==> src/rtl/id_ex_operand_if.sv <==
// Decode-to-EX operand bundle: decode inputs, forwarding sources
// and the registered EX operands, stall and stall counter.
interface id_ex_operand_if #(
    parameter int WIDTH   = 64,
    parameter int REGBITS = 5,
    parameter int CNTW    = 32
);
    logic [WIDTH-1:0]   ReadData1;
    logic [WIDTH-1:0]   ReadData2;
    logic [REGBITS-1:0] ReadRegister1;
    logic [REGBITS-1:0] ReadRegister2;
    logic [REGBITS-1:0] id_Rd;
    logic               id_RegWrite;
    logic               id_MemRead;
    logic               id_valid;
    logic               flush;
    logic [REGBITS-1:0] exmem_Rd;
    logic               exmem_RegWrite;
    logic [WIDTH-1:0]   exmem_result;
    logic [REGBITS-1:0] memwb_Rd;
    logic               memwb_RegWrite;
    logic [WIDTH-1:0]   memwb_result;
    logic [WIDTH-1:0]   ex_A;
    logic [WIDTH-1:0]   ex_B;
    logic [REGBITS-1:0] ex_Rd;
    logic               ex_RegWrite;
    logic               ex_MemRead;
    logic               ex_valid;
    logic               stall;
    logic [CNTW-1:0]    stall_count;

    modport master (
        output ReadData1, ReadData2,
        output ReadRegister1, ReadRegister2,
        output id_Rd, id_RegWrite, id_MemRead,
        output id_valid, flush,
        output exmem_Rd, exmem_RegWrite, exmem_result,
        output memwb_Rd, memwb_RegWrite, memwb_result,
        input  ex_A, ex_B, ex_Rd,
        input  ex_RegWrite, ex_MemRead, ex_valid,
        input  stall, stall_count
    );

    modport slave (
        input  ReadData1, ReadData2,
        input  ReadRegister1, ReadRegister2,
        input  id_Rd, id_RegWrite, id_MemRead,
        input  id_valid, flush,
        input  exmem_Rd, exmem_RegWrite, exmem_result,
        input  memwb_Rd, memwb_RegWrite, memwb_result,
        output ex_A, ex_B, ex_Rd,
        output ex_RegWrite, ex_MemRead, ex_valid,
        output stall, stall_count
    );
endinterface

==> src/rtl/id_ex_operand_stage.sv <==
// ID/EX boundary: WB bypass at capture, EX/MEM and MEM/WB
// forwarding at output, load-use stall and stall counter.
module id_ex_operand_stage #(
    parameter int WIDTH   = 64,
    parameter int REGBITS = 5,
    parameter int ZREG    = 31,
    parameter int CNTW    = 32
) (
    input logic             clk,
    input logic             reset,
    id_ex_operand_if.slave  bus
);
    localparam logic [REGBITS-1:0] XZR = REGBITS'(ZREG);
    localparam logic [CNTW-1:0] ONE = CNTW'(1);

    typedef struct packed {
        logic [WIDTH-1:0]   a;
        logic [WIDTH-1:0]   b;
        logic [REGBITS-1:0] r1;
        logic [REGBITS-1:0] r2;
        logic [REGBITS-1:0] rd;
        logic               rw;
        logic               mr;
        logic               v;
    } id_ex_t;

    id_ex_t          q;
    id_ex_t          nxt;
    logic [CNTW-1:0] cnt;
    logic            stall;

    function automatic logic [WIDTH-1:0] capt(
        input logic [REGBITS-1:0] r,
        input logic [WIDTH-1:0]   rf
    );
        if (r == XZR)
            return '0;
        else if (bus.memwb_RegWrite && bus.memwb_Rd == r)
            return bus.memwb_result;
        else
            return rf;
    endfunction

    // EX/MEM is younger than MEM/WB, so it is checked first
    function automatic logic [WIDTH-1:0] fwd(
        input logic [REGBITS-1:0] r,
        input logic [WIDTH-1:0]   op
    );
        if (r == XZR)
            return '0;
        else if (bus.exmem_RegWrite && bus.exmem_Rd == r)
            return bus.exmem_result;
        else if (bus.memwb_RegWrite && bus.memwb_Rd == r)
            return bus.memwb_result;
        else
            return op;
    endfunction

    always_comb begin
        stall = bus.id_valid && q.v && q.mr
             && (q.rd != XZR)
             && (q.rd == bus.ReadRegister1
              || q.rd == bus.ReadRegister2);
    end

    always_comb begin
        nxt    = '0;
        nxt.a  = capt(bus.ReadRegister1, bus.ReadData1);
        nxt.b  = capt(bus.ReadRegister2, bus.ReadData2);
        nxt.r1 = bus.ReadRegister1;
        nxt.r2 = bus.ReadRegister2;
        nxt.rd = bus.id_Rd;
        if (!(bus.flush || stall)) begin
            nxt.rw = bus.id_RegWrite;
            nxt.mr = bus.id_MemRead;
            nxt.v  = bus.id_valid;
        end
    end

    always_ff @(posedge clk) begin
        if (reset) begin
            q   <= '0;
            cnt <= '0;
        end else begin
            q <= nxt;
            if (stall && cnt != '1)
                cnt <= cnt + ONE;
        end
    end

    assign bus.ex_A        = fwd(q.r1, q.a);
    assign bus.ex_B        = fwd(q.r2, q.b);
    assign bus.ex_Rd       = q.rd;
    assign bus.ex_RegWrite = q.rw;
    assign bus.ex_MemRead  = q.mr;
    assign bus.ex_valid    = q.v;
    assign bus.stall       = stall;
    assign bus.stall_count = cnt;
endmodule

==> src/flat_wrapper.sv <==
// flat-port wrapper written by rule: the top's interface ports become plain ports
module id_ex_operand_stage_flat 
#(
    parameter int WIDTH   = 64,
    parameter int REGBITS = 5,
    parameter int ZREG    = 31,
    parameter int CNTW    = 32
)
  (clk, reset, bus_ReadData1, bus_ReadData2, bus_ReadRegister1, bus_ReadRegister2, bus_id_Rd, bus_id_RegWrite, bus_id_MemRead, bus_id_valid, bus_flush, bus_exmem_Rd, bus_exmem_RegWrite, bus_exmem_result, bus_memwb_Rd, bus_memwb_RegWrite, bus_memwb_result, bus_ex_A, bus_ex_B, bus_ex_Rd, bus_ex_RegWrite, bus_ex_MemRead, bus_ex_valid, bus_stall, bus_stall_count);
  id_ex_operand_if #(.WIDTH(WIDTH), .REGBITS(REGBITS), .CNTW(CNTW)) bus_i ();
  input logic clk;
  input logic reset;
  input wire logic [$bits(bus_i.ReadData1)-1:0] bus_ReadData1;
  input wire logic [$bits(bus_i.ReadData2)-1:0] bus_ReadData2;
  input wire logic [$bits(bus_i.ReadRegister1)-1:0] bus_ReadRegister1;
  input wire logic [$bits(bus_i.ReadRegister2)-1:0] bus_ReadRegister2;
  input wire logic [$bits(bus_i.id_Rd)-1:0] bus_id_Rd;
  input wire logic [$bits(bus_i.id_RegWrite)-1:0] bus_id_RegWrite;
  input wire logic [$bits(bus_i.id_MemRead)-1:0] bus_id_MemRead;
  input wire logic [$bits(bus_i.id_valid)-1:0] bus_id_valid;
  input wire logic [$bits(bus_i.flush)-1:0] bus_flush;
  input wire logic [$bits(bus_i.exmem_Rd)-1:0] bus_exmem_Rd;
  input wire logic [$bits(bus_i.exmem_RegWrite)-1:0] bus_exmem_RegWrite;
  input wire logic [$bits(bus_i.exmem_result)-1:0] bus_exmem_result;
  input wire logic [$bits(bus_i.memwb_Rd)-1:0] bus_memwb_Rd;
  input wire logic [$bits(bus_i.memwb_RegWrite)-1:0] bus_memwb_RegWrite;
  input wire logic [$bits(bus_i.memwb_result)-1:0] bus_memwb_result;
  output wire logic [$bits(bus_i.ex_A)-1:0] bus_ex_A;
  output wire logic [$bits(bus_i.ex_B)-1:0] bus_ex_B;
  output wire logic [$bits(bus_i.ex_Rd)-1:0] bus_ex_Rd;
  output wire logic [$bits(bus_i.ex_RegWrite)-1:0] bus_ex_RegWrite;
  output wire logic [$bits(bus_i.ex_MemRead)-1:0] bus_ex_MemRead;
  output wire logic [$bits(bus_i.ex_valid)-1:0] bus_ex_valid;
  output wire logic [$bits(bus_i.stall)-1:0] bus_stall;
  output wire logic [$bits(bus_i.stall_count)-1:0] bus_stall_count;
  assign bus_i.ReadData1 = bus_ReadData1;
  assign bus_i.ReadData2 = bus_ReadData2;
  assign bus_i.ReadRegister1 = bus_ReadRegister1;
  assign bus_i.ReadRegister2 = bus_ReadRegister2;
  assign bus_i.id_Rd = bus_id_Rd;
  assign bus_i.id_RegWrite = bus_id_RegWrite;
  assign bus_i.id_MemRead = bus_id_MemRead;
  assign bus_i.id_valid = bus_id_valid;
  assign bus_i.flush = bus_flush;
  assign bus_i.exmem_Rd = bus_exmem_Rd;
  assign bus_i.exmem_RegWrite = bus_exmem_RegWrite;
  assign bus_i.exmem_result = bus_exmem_result;
  assign bus_i.memwb_Rd = bus_memwb_Rd;
  assign bus_i.memwb_RegWrite = bus_memwb_RegWrite;
  assign bus_i.memwb_result = bus_memwb_result;
  assign bus_ex_A = bus_i.ex_A;
  assign bus_ex_B = bus_i.ex_B;
  assign bus_ex_Rd = bus_i.ex_Rd;
  assign bus_ex_RegWrite = bus_i.ex_RegWrite;
  assign bus_ex_MemRead = bus_i.ex_MemRead;
  assign bus_ex_valid = bus_i.ex_valid;
  assign bus_stall = bus_i.stall;
  assign bus_stall_count = bus_i.stall_count;
  id_ex_operand_stage #(.WIDTH(WIDTH), .REGBITS(REGBITS), .ZREG(ZREG), .CNTW(CNTW)) u_core (.clk(clk), .reset(reset), .bus(bus_i));
endmodule
==> config.mk <==
export PLATFORM = sky130hd
export DESIGN_NAME = id_ex_operand_stage_flat
export DESIGN_NICKNAME = d
export VERILOG_FILES = /design/src/rtl/id_ex_operand_if.sv /design/src/rtl/id_ex_operand_stage.sv /design/src/flat_wrapper.sv
export SDC_FILE = /design/constraint.sdc
export NUM_CORES = 1
export LEC_CHECK = 0
export CORE_AREA = 2 2 179 181
export CTS_BUF_LIST = sky130_fd_sc_hd__clkbuf_2 sky130_fd_sc_hd__clkbuf_4 sky130_fd_sc_hd__clkbuf_8
export DETAILED_ROUTE_END_ITERATION = 16
export DIE_AREA = 0 0 181 183
export MAX_ROUTING_LAYER = met4
export PLACE_DENSITY = 0.65
export SLEW_MARGIN = 20
export SYNTH_ARGS = -nofsm -noshare
export SYNTH_HDL_FRONTEND = slang
export SYNTH_SLANG_ARGS = --single-unit
==> constraint.sdc <==
create_clock -name clk -period 6.1 [get_ports clk]
set_input_delay 1.22 -clock clk [delete_from_list [all_inputs] [get_ports clk]]
set_output_delay 1.22 -clock clk [all_outputs]
set_load 0.005 [all_outputs]
==> impl.org <==
** GRT
- The number of global-route vias before repair was 10666.
- Maximum number of pins on one net before global-route repair :: 129
- After global routing the overflow that remains totals 0.
- The number of antenna violations at the first check in global routing was 21.
- Total Routing Usage GR :: 27.0%
- Global-route wire length before repair :: 66800 um

** Setup path
- The cell that appears most often on the critical path is sky130_fd_sc_hd__clkdlybuf4s50_1.
- Critical path fanouts, max :: 34
- Worst path top cell family by delay :: buffers and inverters
- Highest-delay cell along the critical path :: sky130_fd_sc_hd__clkdlybuf4s50_1
- The worst register-to-register path begins at u_core.bus.stall_count[16]$_SDFFE_PP0P_.
- Worst reg-to-reg setup slack :: 3.72 ns
- STA classifies the critical path endpoint as an output port.
- Destination of the critical timing path :: bus_ex_B[29]
- For the worst setup path, the data arrival time is 4.23 ns.
- Path depth of the worst reg2reg path :: 6
- The worst setup path is of the in -> out kind.
- Cell-by-cell listing of the critical path :: clkdlybuf4s50_1 -> xor2_1 -> nor4_1 -> and3_4 -> buf_12 -> mux2i_1 -> a211oi_1 -> clkdlybuf4s50_1
- Data on the critical path is required at its endpoint by 4.88 ns.
- Worst setup startpoint :: bus_memwb_Rd[2]
- Critical register-to-register path endpoint :: u_core.bus.stall_count[11]$_SDFFE_PP0P_
- The critical path runs through a total of 8 cells.
- Crit path launch type :: input port
- Buffers and inverters on the worst path :: 3
- Delay of the slowest critical-path stage :: 0.59 ns

** Clock tree
- Post-CTS Hold Fix Bufs :: 0
- Sink count of the clock tree :: 178
- TritonCTS built the clock tree.
- Maximum number of buffers from clock root to sink :: 2
- Clock slew at the register clock pins of the worst setup and hold paths :: 0.12 ns
- Counting the buffers created by CTS gives 17.
- Post CTS Setup Buffer Count :: 0
- H-tree levels :: 4
- Clock latency on the worst-skew pair, taken at its later pin, is 0.46 ns.
- CTS-repair resized insts :: 0
- Clk root buf :: sky130_fd_sc_hd__clkbuf_8

** Yosys
- The cell area that synthesis handed to floorplanning was 10100 um2.
- For this run, the number of Yosys warnings is 0.
- Among all flip-flop cells after synthesis, the most frequent one is sky130_fd_sc_hd__dfxtp_1.
- Net Count, Synth :: 1595
- Number of flip-flops and latches in the synthesized netlist :: 178
- Asr flop ratio synth :: 0%
- Ranked by instance count, the synthesized netlist is headed by 272 x sky130_fd_sc_hd__nand2_1, 178 x sky130_fd_sc_hd__dfxtp_1, 149 x sky130_fd_sc_hd__a21oi_1.
- Number of enable flip-flop cells after synthesis :: 0
- Of the synthesized area, sequential elements account for 35.2%.
- Summed over all instances, the cell type with the most area after synthesis is sky130_fd_sc_hd__dfxtp_1.
- Largest cells by area after synthesis :: sky130_fd_sc_hd__dfxtp_1 35%, sky130_fd_sc_hd__mux2i_1 13%, sky130_fd_sc_hd__nand2_1 10%
- Avg Cell Area, Syn :: 7.77 um2
- Synthesis produced a netlist whose cell count is 1305.
- Of the post-synthesis cell area, the dominant cell type holds 35.2%.
- Count of unique library cells instantiated by Yosys :: 46
- Most common cell in the netlist :: sky130_fd_sc_hd__nand2_1

** Final layout
- In the final layout, the share of cells above drive strength 1 is 4.42%.
- Final net count :: 1976
- The finished cells cover 15300 um2.
- From synthesis to final layout, the design area changed by 51.3%.

** Floorplanning
- Top-level port count :: 458
- Die area :: 33100 um2
- The initial utilization of the core area, before any placement, comes to 32.5%.
- The total area inside the core boundary comes to 31200 um2.
- After floorplanning, the core was divided into 65 placement rows.
- Measured along the x axis, the die boundary spans 181 um.
- The floorplan step set the die height to 183 um.

** Placement
- The wire-length estimate of the detail-placed layout is 32400 um.
- In this run the cell area measured after placement is 14900 um2.
- Count of port buffers added during placement :: 457
- Global placement routability congestion :: 0.919
- Worst slack after detailed placement :: 0.716 ns

** STA
- After routing, the total negative slack on setup checks comes to 0 ns.
- Final setup skew :: 0.0173 ns
- Number of hold violations in the final report :: 0
- Remaining max-slew budget at the tightest pin :: 34.9%
- The final count of pins violating max slew came to 0.
- Final setup fails :: 0
- Unrepaired setup endpoints after global routing :: false
- Fmax :: 183 MHz
- Worst setup margin :: 0.650 ns
- For the pin with the worst max-slew slack, the measured transition is 0.977 ns.
- Post-route fraction of the period consumed by the critical path :: 89.3%
- The smallest clock period supported by the final layout is computed as 5.45 ns.

** Power
- For this design the ratio of total power to cell area is 179 nW/um2.
- Total power :: 2.75 mW
- Worst supply voltage drop on vdd :: 114 uV
- Summed over all cells, the static leakage comes to 5.43 nW.

** Route
- Overall routed net length :: 45100 um
- The final route contains 11116 vias.
- After detailed routing, the average wire length per cell comes to 21.3 um.
- In the routed design, unresolved DRC markers number 0.
- Initial DRC count :: 652
- Before antenna repair, the detailed router went through 7 iterations.
- In this run the remaining antenna-violating nets after routing total 0.
- Routed via count divided by cell count :: 5.24

** Job
- Across the run, the number of max-cap violations was 0.

** Run status
- The run finished with clean final reports.

** Hold path
- Worst min-delay path class :: reg -> reg
## logic make-up after synthesis
kind of cell	Yosys count	synth area share [%]
adders and majority gates	1	0.123
and+or+nand+nor	525	22.5
xor gates and xnor gates	41	3.54
DFF	178	35.2
buffers and inverters	116	5.81
muxes	135	13.4
AOI/OAI and AO/OA	309	19.4
## area by class of cell
type | count | area, um2
inverter | 6 | 22.5
tap | 402 | 503
fill | 3104 | 15900
clock inverter | 13 | 144
multi-input combinational | 1011 | 6080
clock buffer | 18 | 241
timing repair buffer | 472 | 4730
sequential | 178 | 3560
antenna | 21 | 52.6
## report_power, final
| group | total [mW] | internal (mW) | switching [mW] |
|---|---|---|---|
| registers | 1.24 | 1.22 | 0.0223 |
| logic | 0.656 | 0.391 | 0.265 |
| clock network | 0.854 | 0.345 | 0.509 |
| total | 2.75 | 1.96 | 0.797 |
## registers in the layout (all words and copies together) (netlist names)
name	cells
u_core.bus.ex_MemRead	1
u_core.bus.ex_Rd	5
u_core.bus.ex_RegWrite	1
u_core.bus.ex_valid	1
u_core.bus.stall_count	32
u_core.q	138
## cells in the final DEF (no fill, tap or decap), drive strengths merged, types with 14 or more instances in the layout
master,Yosys,final
nand2,273,273
buf,39,16
diode,0,21
nor2,144,144
a21oi,149,149
clkdlybuf4s50,0,456
nor2b,20,20
mux2i,129,129
xor2,25,25
inv,6,14
nand3,22,22
dfxtp,178,178
xnor2,16,16
a211oi,128,128
clkbuf,71,18
## metal layers
metal	wire (um)	global-route usage [%]	vias up
li1	-	-	5367
met1	18600	32.3	5274
met2	21800	43.6	417
met3	3360	6.69	58
met4	1350	11.1	0
met5	0	-	-
## how the worst min path moves through the flow
stage                                                       start                                 endpoint  slack (ns)  cells after the start
after floorplan           u_core.bus.stall_count[27]$_SDFFE_PP0P_  u_core.bus.stall_count[27]$_SDFFE_PP0P_        0.48                      2
after global placement    u_core.bus.stall_count[31]$_SDFFE_PP0P_  u_core.bus.stall_count[31]$_SDFFE_PP0P_        0.49                      2
after detailed placement  u_core.bus.stall_count[27]$_SDFFE_PP0P_  u_core.bus.stall_count[27]$_SDFFE_PP0P_        0.49                      2
after CTS                 u_core.bus.stall_count[27]$_SDFFE_PP0P_  u_core.bus.stall_count[27]$_SDFFE_PP0P_        0.51                      2
after global routing       u_core.bus.stall_count[5]$_SDFFE_PP0P_   u_core.bus.stall_count[5]$_SDFFE_PP0P_        0.54                      2
final                     u_core.bus.stall_count[27]$_SDFFE_PP0P_  u_core.bus.stall_count[27]$_SDFFE_PP0P_        0.52                      2
## stage by stage
| step | std cells | hold slack [ns] | utilization, % |
|---|---|---|---|
| after global routing | 2121 | 0.536 | 49.1 |
| after detailed placement | 2069 | 0.489 | 47.7 |
| final | 2121 | 0.517 | 49.1 |
| after CTS | 2100 | 0.509 | 48.9 |
| after floorplan | 1305 | 0.480 | - |
| after global placement | 2069 | 0.490 | 47.7 |
## worst register-to-register path, stage by stage (launching register included)
cell	delay (ns)
sky130_fd_sc_hd__dfxtp_1	0.46
sky130_fd_sc_hd__nand4_1	0.24
sky130_fd_sc_hd__nor2_1	0.34
sky130_fd_sc_hd__nand2_1	0.18
sky130_fd_sc_hd__o211ai_4	0.60
sky130_fd_sc_hd__nor3_1	0.14
sky130_fd_sc_hd__mux2_4	0.32
(Power assumes the default switching activity.)
